### src/rtl/mips_pkg.sv
`default_nettype none
// ============================================================================
//  Module      : mips_pkg
//  Description : Shared types and constants for the MIPS data-memory path:
//                access-size encoding, memory-access FSM states, the
//                full-word byte-enable constant and the alignment helper.
//  Revision    : 1.0 - initial release
// ============================================================================
package mips_pkg;

  // Access size as presented on req_size; value 3 is reserved and is
  // handled as a word access wherever the size is decoded.
  typedef enum logic [1:0] {
    SZ_BYTE = 2'd0,
    SZ_HALF = 2'd1,
    SZ_WORD = 2'd2
  } mem_size_t;

  typedef enum logic [1:0] {
    IDLE = 2'd0,
    BUS  = 2'd1,
    RESP = 2'd2
  } mau_state_t;

  localparam logic [3:0] BYTEEN_WORD = 4'hF;

  // Natural-alignment test: bytes never misalign, halves need addr[0]=0,
  // words (and the reserved size) need addr[1:0]=0.
  function automatic logic mau_misaligned(input logic [1:0] size,
                                          input logic [1:0] addr_lo);
    if (size == SZ_BYTE)      return 1'b0;
    else if (size == SZ_HALF) return addr_lo[0];
    else                      return (addr_lo != 2'b00);
  endfunction

endpackage
`default_nettype wire

### src/rtl/mem_access_unit_if.sv
`default_nettype none
// ============================================================================
//  Module      : mem_access_unit_if
//  Description : Bundles the core-side request/response signals and the
//                Avalon-MM data-bus signals of the memory access unit.
//                modport slave  : the memory access unit itself
//                modport master : its environment (core + memory model)
//  Ports       : req_read/req_write/req_size/req_signed/req_addr/req_wdata,
//                stall/rd_valid/rd_data/err,
//                avm_address/avm_read/avm_write/avm_byteenable/
//                avm_writedata/avm_readdata/avm_waitrequest
//  Revision    : 1.0 - initial release
// ============================================================================
interface mem_access_unit_if #(
  parameter int ADDR_W = 32
);
  logic              req_read;
  logic              req_write;
  logic [1:0]        req_size;
  logic              req_signed;
  logic [ADDR_W-1:0] req_addr;
  logic [31:0]       req_wdata;
  logic              stall;
  logic              rd_valid;
  logic [31:0]       rd_data;
  logic              err;
  logic [ADDR_W-1:0] avm_address;
  logic              avm_read;
  logic              avm_write;
  logic [3:0]        avm_byteenable;
  logic [31:0]       avm_writedata;
  logic [31:0]       avm_readdata;
  logic              avm_waitrequest;

  modport slave (
    input  req_read, req_write, req_size, req_signed, req_addr, req_wdata,
    input  avm_readdata, avm_waitrequest,
    output stall, rd_valid, rd_data, err,
    output avm_address, avm_read, avm_write, avm_byteenable, avm_writedata
  );

  modport master (
    output req_read, req_write, req_size, req_signed, req_addr, req_wdata,
    output avm_readdata, avm_waitrequest,
    input  stall, rd_valid, rd_data, err,
    input  avm_address, avm_read, avm_write, avm_byteenable, avm_writedata
  );
endinterface
`default_nettype wire

### src/rtl/byte_lane_align.sv
`default_nettype none
// ============================================================================
//  Module      : byte_lane_align
//  Description : Combinational lane steering for the 32-bit little-endian
//                data bus: byte enables, store-data replication, and load
//                extraction with sign/zero extension.
//  Ports       : size, addr_lo, sign_ext, wdata, rdata (in)
//                byteen, wdata_rep, rdata_ext (out)
//  Revision    : 1.0 - initial release
// ============================================================================
module byte_lane_align
  import mips_pkg::*;
(
  input  logic [1:0]  size,
  input  logic [1:0]  addr_lo,
  input  logic        sign_ext,
  input  logic [31:0] wdata,
  input  logic [31:0] rdata,
  output logic [3:0]  byteen,
  output logic [31:0] wdata_rep,
  output logic [31:0] rdata_ext
);

  logic [7:0]  lane_b;
  logic [15:0] lane_h;

  // Half accesses select their lane pair with addr[1] only; addr[0] is
  // ignored here (alignment policy lives in the FSM).
  assign lane_b = rdata[{addr_lo, 3'b000} +: 8];
  assign lane_h = rdata[{addr_lo[1], 4'b0000} +: 16];

  always_comb begin
    byteen    = BYTEEN_WORD;
    wdata_rep = wdata;
    rdata_ext = rdata;
    case (size)
      SZ_BYTE: begin
        byteen    = 4'b0001 << addr_lo;
        wdata_rep = {4{wdata[7:0]}};
        rdata_ext = {{24{sign_ext & lane_b[7]}}, lane_b};
      end
      SZ_HALF: begin
        byteen    = addr_lo[1] ? 4'b1100 : 4'b0011;
        wdata_rep = {2{wdata[15:0]}};
        rdata_ext = {{16{sign_ext & lane_h[15]}}, lane_h};
      end
      default: ; // word and reserved size: full lanes, no extension
    endcase
  end

endmodule
`default_nettype wire

### src/rtl/mem_access_unit.sv
`default_nettype none
// ============================================================================
//  Module      : mem_access_unit
//  Description : Data-memory responder. Turns MemRead/MemWrite requests into
//                single Avalon-MM transactions with waitrequest handshake,
//                steers byte lanes, extends load data, and stalls the
//                pipeline until each transaction completes.
//  Ports       : clk, reset (async, active-high)
//                bus : mem_access_unit_if.slave (request, response, Avalon)
//  Option      : MEM_ALIGN_CHECK_EN - misaligned half/word accesses skip the
//                bus cycle and pulse err instead.
//  Revision    : 1.0 - initial release
// ============================================================================
module mem_access_unit
  import mips_pkg::*;
#(
  parameter int ADDR_W = 32,
  parameter int DATA_W = 32  // fixed at 32
) (
  input  logic                  clk,
  input  logic                  reset,
  mem_access_unit_if.slave      bus
);

  mau_state_t        state_q, state_d;
  logic [ADDR_W-1:0] addr_q, addr_d;
  logic [1:0]        size_q, size_d;
  logic              signed_q, signed_d;
  logic [DATA_W-1:0] wdata_q, wdata_d;
  logic              is_read_q, is_read_d;
  logic              err_q, err_d;
  logic [31:0]       rd_data_q, rd_data_d;

  logic        req_any;
  logic        misalign;
  logic        in_bus;
  logic        accepting;
  logic [3:0]  lane_be;
  logic [31:0] lane_wdata;
  logic [31:0] lane_rdata;

  assign req_any   = bus.req_read | bus.req_write;
  assign in_bus    = (state_q == BUS);
  assign accepting = (state_q == IDLE) || (state_q == RESP);

`ifdef MEM_ALIGN_CHECK_EN
  assign misalign = mau_misaligned(bus.req_size, bus.req_addr[1:0]);
`else
  assign misalign = 1'b0;
`endif

  // Lane logic works purely from the captured request so bus outputs stay
  // stable while waitrequest holds the transaction.
  byte_lane_align u_align (
    .size      (size_q),
    .addr_lo   (addr_q[1:0]),
    .sign_ext  (signed_q),
    .wdata     (wdata_q[31:0]),
    .rdata     (bus.avm_readdata),
    .byteen    (lane_be),
    .wdata_rep (lane_wdata),
    .rdata_ext (lane_rdata)
  );

  always_comb begin
    state_d   = state_q;
    addr_d    = addr_q;
    size_d    = size_q;
    signed_d  = signed_q;
    wdata_d   = wdata_q;
    is_read_d = is_read_q;
    err_d     = err_q;
    rd_data_d = rd_data_q;
    case (state_q)
      IDLE, RESP: begin
        state_d = IDLE;
        err_d   = 1'b0;
        if (req_any) begin
          addr_d    = bus.req_addr;
          size_d    = bus.req_size;
          signed_d  = bus.req_signed;
          wdata_d   = bus.req_wdata;
          is_read_d = bus.req_read;        // read wins when both are raised
          err_d     = misalign;
          state_d   = misalign ? RESP : BUS;
        end
      end
      BUS: begin
        if (!bus.avm_waitrequest) begin
          if (is_read_q) begin
            rd_data_d = lane_rdata;
            state_d   = RESP;
          end else begin
            state_d   = IDLE;
          end
        end
      end
      default: state_d = IDLE;
    endcase
  end

  always_ff @(posedge clk or posedge reset) begin
    if (reset) begin
      state_q   <= IDLE;
      addr_q    <= '0;
      size_q    <= 2'b00;
      signed_q  <= 1'b0;
      wdata_q   <= '0;
      is_read_q <= 1'b0;
      err_q     <= 1'b0;
      rd_data_q <= '0;
    end else begin
      state_q   <= state_d;
      addr_q    <= addr_d;
      size_q    <= size_d;
      signed_q  <= signed_d;
      wdata_q   <= wdata_d;
      is_read_q <= is_read_d;
      err_q     <= err_d;
      rd_data_q <= rd_data_d;
    end
  end

  // Bus outputs decode straight from state so an async reset drops them
  // immediately; outside BUS they are all zero.
  assign bus.avm_read       = in_bus & is_read_q;
  assign bus.avm_write      = in_bus & ~is_read_q;
  assign bus.avm_address    = in_bus ? {addr_q[ADDR_W-1:2], 2'b00} : '0;
  assign bus.avm_byteenable = in_bus ? lane_be : 4'b0000;
  assign bus.avm_writedata  = in_bus ? lane_wdata : 32'h0;

  // The request cycle itself stalls, hence the combinational req term.
  assign bus.stall    = (accepting & req_any) | in_bus;
  assign bus.rd_valid = (state_q == RESP) & ~err_q;
  assign bus.rd_data  = rd_data_q;

`ifdef MEM_ALIGN_CHECK_EN
  assign bus.err = (state_q == RESP) & err_q;
`else
  assign bus.err = 1'b0;
`endif

endmodule
`default_nettype wire

### src/flat_wrapper.sv
// flat-port wrapper written by rule: the top's interface ports become plain ports
module mem_access_unit_flat import mips_pkg::*;
#(
  parameter int ADDR_W = 32,
  parameter int DATA_W = 32                
)
  (clk, reset, bus_req_read, bus_req_write, bus_req_size, bus_req_signed, bus_req_addr, bus_req_wdata, bus_avm_readdata, bus_avm_waitrequest, bus_stall, bus_rd_valid, bus_rd_data, bus_err, bus_avm_address, bus_avm_read, bus_avm_write, bus_avm_byteenable, bus_avm_writedata);
  mem_access_unit_if #(.ADDR_W(ADDR_W)) bus_i ();
  input  logic clk;
  input  logic reset;
  input wire logic [$bits(bus_i.req_read)-1:0] bus_req_read;
  input wire logic [$bits(bus_i.req_write)-1:0] bus_req_write;
  input wire logic [$bits(bus_i.req_size)-1:0] bus_req_size;
  input wire logic [$bits(bus_i.req_signed)-1:0] bus_req_signed;
  input wire logic [$bits(bus_i.req_addr)-1:0] bus_req_addr;
  input wire logic [$bits(bus_i.req_wdata)-1:0] bus_req_wdata;
  input wire logic [$bits(bus_i.avm_readdata)-1:0] bus_avm_readdata;
  input wire logic [$bits(bus_i.avm_waitrequest)-1:0] bus_avm_waitrequest;
  output wire logic [$bits(bus_i.stall)-1:0] bus_stall;
  output wire logic [$bits(bus_i.rd_valid)-1:0] bus_rd_valid;
  output wire logic [$bits(bus_i.rd_data)-1:0] bus_rd_data;
  output wire logic [$bits(bus_i.err)-1:0] bus_err;
  output wire logic [$bits(bus_i.avm_address)-1:0] bus_avm_address;
  output wire logic [$bits(bus_i.avm_read)-1:0] bus_avm_read;
  output wire logic [$bits(bus_i.avm_write)-1:0] bus_avm_write;
  output wire logic [$bits(bus_i.avm_byteenable)-1:0] bus_avm_byteenable;
  output wire logic [$bits(bus_i.avm_writedata)-1:0] bus_avm_writedata;
  assign bus_i.req_read = bus_req_read;
  assign bus_i.req_write = bus_req_write;
  assign bus_i.req_size = bus_req_size;
  assign bus_i.req_signed = bus_req_signed;
  assign bus_i.req_addr = bus_req_addr;
  assign bus_i.req_wdata = bus_req_wdata;
  assign bus_i.avm_readdata = bus_avm_readdata;
  assign bus_i.avm_waitrequest = bus_avm_waitrequest;
  assign bus_stall = bus_i.stall;
  assign bus_rd_valid = bus_i.rd_valid;
  assign bus_rd_data = bus_i.rd_data;
  assign bus_err = bus_i.err;
  assign bus_avm_address = bus_i.avm_address;
  assign bus_avm_read = bus_i.avm_read;
  assign bus_avm_write = bus_i.avm_write;
  assign bus_avm_byteenable = bus_i.avm_byteenable;
  assign bus_avm_writedata = bus_i.avm_writedata;
  mem_access_unit #(.ADDR_W(ADDR_W), .DATA_W(DATA_W)) u_core (.clk(clk), .reset(reset), .bus(bus_i));
endmodule
### config.mk
export PLATFORM = sky130hd
export DESIGN_NAME = mem_access_unit_flat
export DESIGN_NICKNAME = d
export VERILOG_FILES = /design/src/rtl/mips_pkg.sv /design/src/rtl/mem_access_unit_if.sv /design/src/rtl/byte_lane_align.sv /design/src/rtl/mem_access_unit.sv /design/src/flat_wrapper.sv
export SDC_FILE = /design/constraint.sdc
export NUM_CORES = 1
export LEC_CHECK = 0
export ABC_AREA = 0
export BUFFER_PORTS_ARGS = -buffer_cell sky130_fd_sc_hd__buf_4
export CAP_MARGIN = 20
export CORE_MARGIN = 8
export CORE_UTILIZATION = 37
export DETAILED_ROUTE_END_ITERATION = 8
export GPL_ROUTABILITY_DRIVEN = 0
export PLACE_DENSITY = 0.7
export REMOVE_ABC_BUFFERS = 1
export SYNTH_ARGS = -nofsm -noshare
export SYNTH_HDL_FRONTEND = slang
export SYNTH_SLANG_ARGS = --single-unit
### constraint.sdc
create_clock -name clk -period 6.9 [get_ports clk]
set_clock_uncertainty 0.15 [all_clocks]
set_input_delay 1.725 -clock clk [delete_from_list [all_inputs] [get_ports clk]]
set_output_delay 1.725 -clock clk [all_outputs]
set_load 0.03 [all_outputs]
==> load_flow_metrics.sql <==
INSERT INTO impl_metrics (metric_group, metric, value, unit) VALUES
('cells_and_area', 'most_common_cell_after_layout_fill_and_taps_aside', 'sky130_fd_sc_hd__buf_4', ''),
('route', 'antenna_left', '0', ''),
('sta', 'maxSlewHeadroom', '36.60', '%'),
('cts', 'cts-htree-levels', '3', ''),
('cts', 'clock_tree.buffer_depth', '2', ''),
('logic_synthesis', 'synth_enable_flop_cells', '0', ''),
('floorplan', 'design.portCount', '209', ''),
('sta', 'timing.final.ws_setup', '2729', 'ps'),
('global_routing', 'grt_pass1_wl', '26450', 'µm'),
('sta', 'report.final.hold_viol_count', '0', ''),
('setup_path', 'regToRegStartpoint', 'u_core.size_q[1]', ''),
('logic_synthesis', 'cell_type_contributing_the_most_total_cell_area_after_synthesis', 'sky130_fd_sc_hd__dfrtp_1', ''),
('setup_path', 'critical_path.startpoint_type', 'input port', ''),
('logic_synthesis', 'synthFlopType', 'sky130_fd_sc_hd__dfrtp_1', ''),
('floorplan', 'core_area', '14310', 'µm²'),
('setup_path', 'reg_to_reg_critical_path_endpoint', 'u_core.bus.rd_data[31]', ''),
('route', 'vias_per_cell', '5.219', ''),
('placement', 'post_place_instance_area', '6965', 'µm²'),
('cells_and_area', 'fraction_of_final_layout_cells_with_drive_strength_greater_than_1', '46.14', '%'),
('route', 'drtIter0Drc', '291', ''),
('placement', 'detailed_place_hpwl', '12710', 'µm'),
('setup_path', 'critPathKind', 'input port to output pin', ''),
('logic_synthesis', 'yosysSeqAreaShare', '47.98', '%'),
('setup_path', 'worstSetupEndpoint', 'bus_stall', ''),
('sta', 'rsz0062_at_grt', 'false', ''),
('setup_path', 'max_stage_delay', '200', 'ps'),
('setup_path', 'worst_path_max_delay_cell', 'sky130_fd_sc_hd__buf_4', ''),
('cts', 'worstSkewPairLatency', '350', 'ps'),
('global_routing', 'pin_count_of_the_biggest_net_entering_global_routing', '72', ''),
('sta', 'post-route-period-util', '60.44', '%'),
('logic_synthesis', 'async_flop_share', '100.0', '%'),
('logic_synthesis', 'number_of_warnings_issued_by_yosys', '0', ''),
('cts', 'post_cts_resize_count', '0', ''),
('sta', 'final_max_slew_viol_count', '0', ''),
('placement', 'pre_cts_slack', '2691', 'ps'),
('setup_path', 'crit_startpoint', 'bus_req_write', ''),
('global_routing', 'globalRouteOverflowTotal', '0', ''),
('route', 'wl', '17090', 'µm'),
('global_routing', 'grt.total_usage', '18.32', '%'),
('route', 'route.detailed.drc', '0', ''),
('logic_synthesis', 'synth_area_leaders', 'sky130_fd_sc_hd__dfrtp_1 48%, sky130_fd_sc_hd__mux2_2 16%, sky130_fd_sc_hd__and2_1 4.6%, sky130_fd_sc_hd__nor2_1 4.0%, sky130_fd_sc_hd__nand2_1 3.2%', ''),
('setup_path', 'path_cells', 'buf_4, o21bai_4, nand2_1, buf_4', ''),
('cells_and_area', 'seq_area', '2554', 'µm²'),
('sta', 'max_freq', '239.8', 'MHz'),
('power', 'powerDensity', '570.2', 'nW/µm²'),
('logic_synthesis', 'mean_instance_size_in_the_synthesized_netlist', '10.37', 'µm²'),
('power', 'worst_ir_drop_vdd', '0.0002759', 'V'),
('sta', 'tightestPinTransition', '949.1', 'ps'),
('route', 'drt_pre_antenna_iters', '4', ''),
('worst_hold_path', 'min-delay-start', 'u_core.bus.rd_data[7]', ''),
('logic_synthesis', 'yosys.cell_types.count', '39', ''),
('cts', 'post_cts_hold_buffer_count', '0', ''),
('power', 'power_leakage', '3.392', 'nW'),
('global_routing', 'first_global_vias', '4959', ''),
('cts', 'cts_tree', 'yes', ''),
('flow_run', 'cap_viol_max_count', '0', ''),
('cells_and_area', 'finalInstanceArea', '7247', 'µm²'),
('floorplan', 'initial_core_util', '37.17', '%'),
('placement', 'portBuffers', '205', ''),
('cells_and_area', 'num_antenna_cells', '0', ''),
('cts', 'clock-root-buffer', 'sky130_fd_sc_hd__clkbuf_16', ''),
('status', 'status', 'complete, no violations', ''),
('logic_synthesis', 'synth.ff_latch_count', '102', ''),
('route', 'via_count', '4614', ''),
('floorplan', 'core.rowCount', '44', ''),
('floorplan', 'chipWidth', '135.9', 'µm'),
('sta', 'layout_min_cycle_time', '4171', 'ps'),
('worst_hold_path', 'worst_hold_path_type', 'flip-flop to flip-flop', ''),
('setup_path', 'critPathRequiredTime', '5030', 'ps'),
('route', 'detail_route.wl_per_cell', '19.33', 'µm'),
('sta', 'setup_violations', '0', '');
==> Yosys cell counts (3+ instances only) <==
cell and instances:
sky130_fd_sc_hd__nor2b_1 3, sky130_fd_sc_hd__mux2_2 75, sky130_fd_sc_hd__nor2_1 57, sky130_fd_sc_hd__and2_1 39, sky130_fd_sc_hd__a22oi_1 7, sky130_fd_sc_hd__dfrtp_1 102, sky130_fd_sc_hd__nand2_1 46, sky130_fd_sc_hd__o211ai_1 3
sky130_fd_sc_hd__buf_4 4, sky130_fd_sc_hd__buf_1 3, sky130_fd_sc_hd__buf_6 3, sky130_fd_sc_hd__a21oi_1 24, sky130_fd_sc_hd__buf_2 17, sky130_fd_sc_hd__o21ai_0 19, sky130_fd_sc_hd__nor3_1 3, sky130_fd_sc_hd__a221o_1 7
sky130_fd_sc_hd__a32oi_1 7, sky130_fd_sc_hd__inv_1 4, sky130_fd_sc_hd__clkbuf_1 17, sky130_fd_sc_hd__nand2b_1 3, sky130_fd_sc_hd__a31oi_1 8, sky130_fd_sc_hd__a22o_1 7, sky130_fd_sc_hd__mux2i_1 16, sky130_fd_sc_hd__nand3_1 14
sky130_fd_sc_hd__nor3_2 11
==> state kept, by name (all words and copies together) (netlist names) <==
signal / cells
u_core.signed_q: 1
u_core.size_q: 2
u_core.addr_q: 32
u_core.is_read_q: 1
u_core.state_q: 2
u_core.wdata_q: 32
u_core.bus.rd_data: 32
==> cell type report <==
class / instances / share of cell area, %
timing repair buffer: 214 / 22.27
sequential: 102 / 35.24
tap: 184 / 3.177
clock buffer: 10 / 3.160
multi-input combinational: 364 / 35.13
inverter: 5 / 0.2935
clock inverter: 5 / 0.7251
==> routing by layer <==
layer  share of wire, %  GRT usage, %  up-vias
met5                  0             0        -
met3                 13         9.571       20
met4                1.6         6.101        0
met2                 46         29.13      210
met1                 39         20.78     2238
li1                   -             -     2146
==> critical path: cells and delay by family <==
| kind | cells | cell delay [ps] |
|---|---|---|
| AO/OA/AOI/OAI | 1 | 180 |
| AND/OR/NAND/NOR | 1 | 70 |
| buffers and inverters | 2 | 320 |
==> power by group <==
| group | internal, mW | switching, mW |
|---|---|---|
| Combinational | 0.999 | 1.50 |
| Sequential | 0.903 | 0.227 |
| Clock | 0.278 | 0.224 |
| Total | 2.18 | 1.95 |
==> cell families (layout without fill, tap and decap cells) <==
logic type,after synthesis,after routing,synth area share (%)
compound gates,85,85,10.49
other cells,1,3,0.07049
flops,102,102,47.98
simple gates,183,183,17.38
mux,93,93,19.52
buf+inv,49,234,4.562
==> worst min-delay path by stage <==
stage                                 end  slack [ps]  cells past startpoint
floorplan               u_core.addr_q[10]         320                      1
global placement         u_core.addr_q[3]         330                      1
detailed placement  u_core.bus.rd_data[7]         330                      2
CTS                     u_core.addr_q[10]         350                      1
global route            u_core.addr_q[10]         360                      1
finish              u_core.bus.rd_data[7]         350                      2
==> stage by stage <==
| step | power [mW] | utilization [%] | TNS [ps] | instances | hold WS [ps] |
|---|---|---|---|---|---|
| 2_1_floorplan | 2.748 | - | -868.5 | 471 | 320.8 |
| 3_5_place_dp | 3.659 | 48.66 | 0 | 869 | 334.5 |
| 6_report | 4.132 | 50.63 | 0 | 884 | 345.7 |
| 3_3_place_gp | 3.590 | 48.56 | 0 | 868 | 329.5 |
| 4_1_cts | 4.177 | 50.63 | 0 | 884 | 351.0 |
| 5_1_grt | 4.389 | 50.63 | 0 | 884 | 361.5 |
No activity file was read; power rests on OpenSTA's default activity.
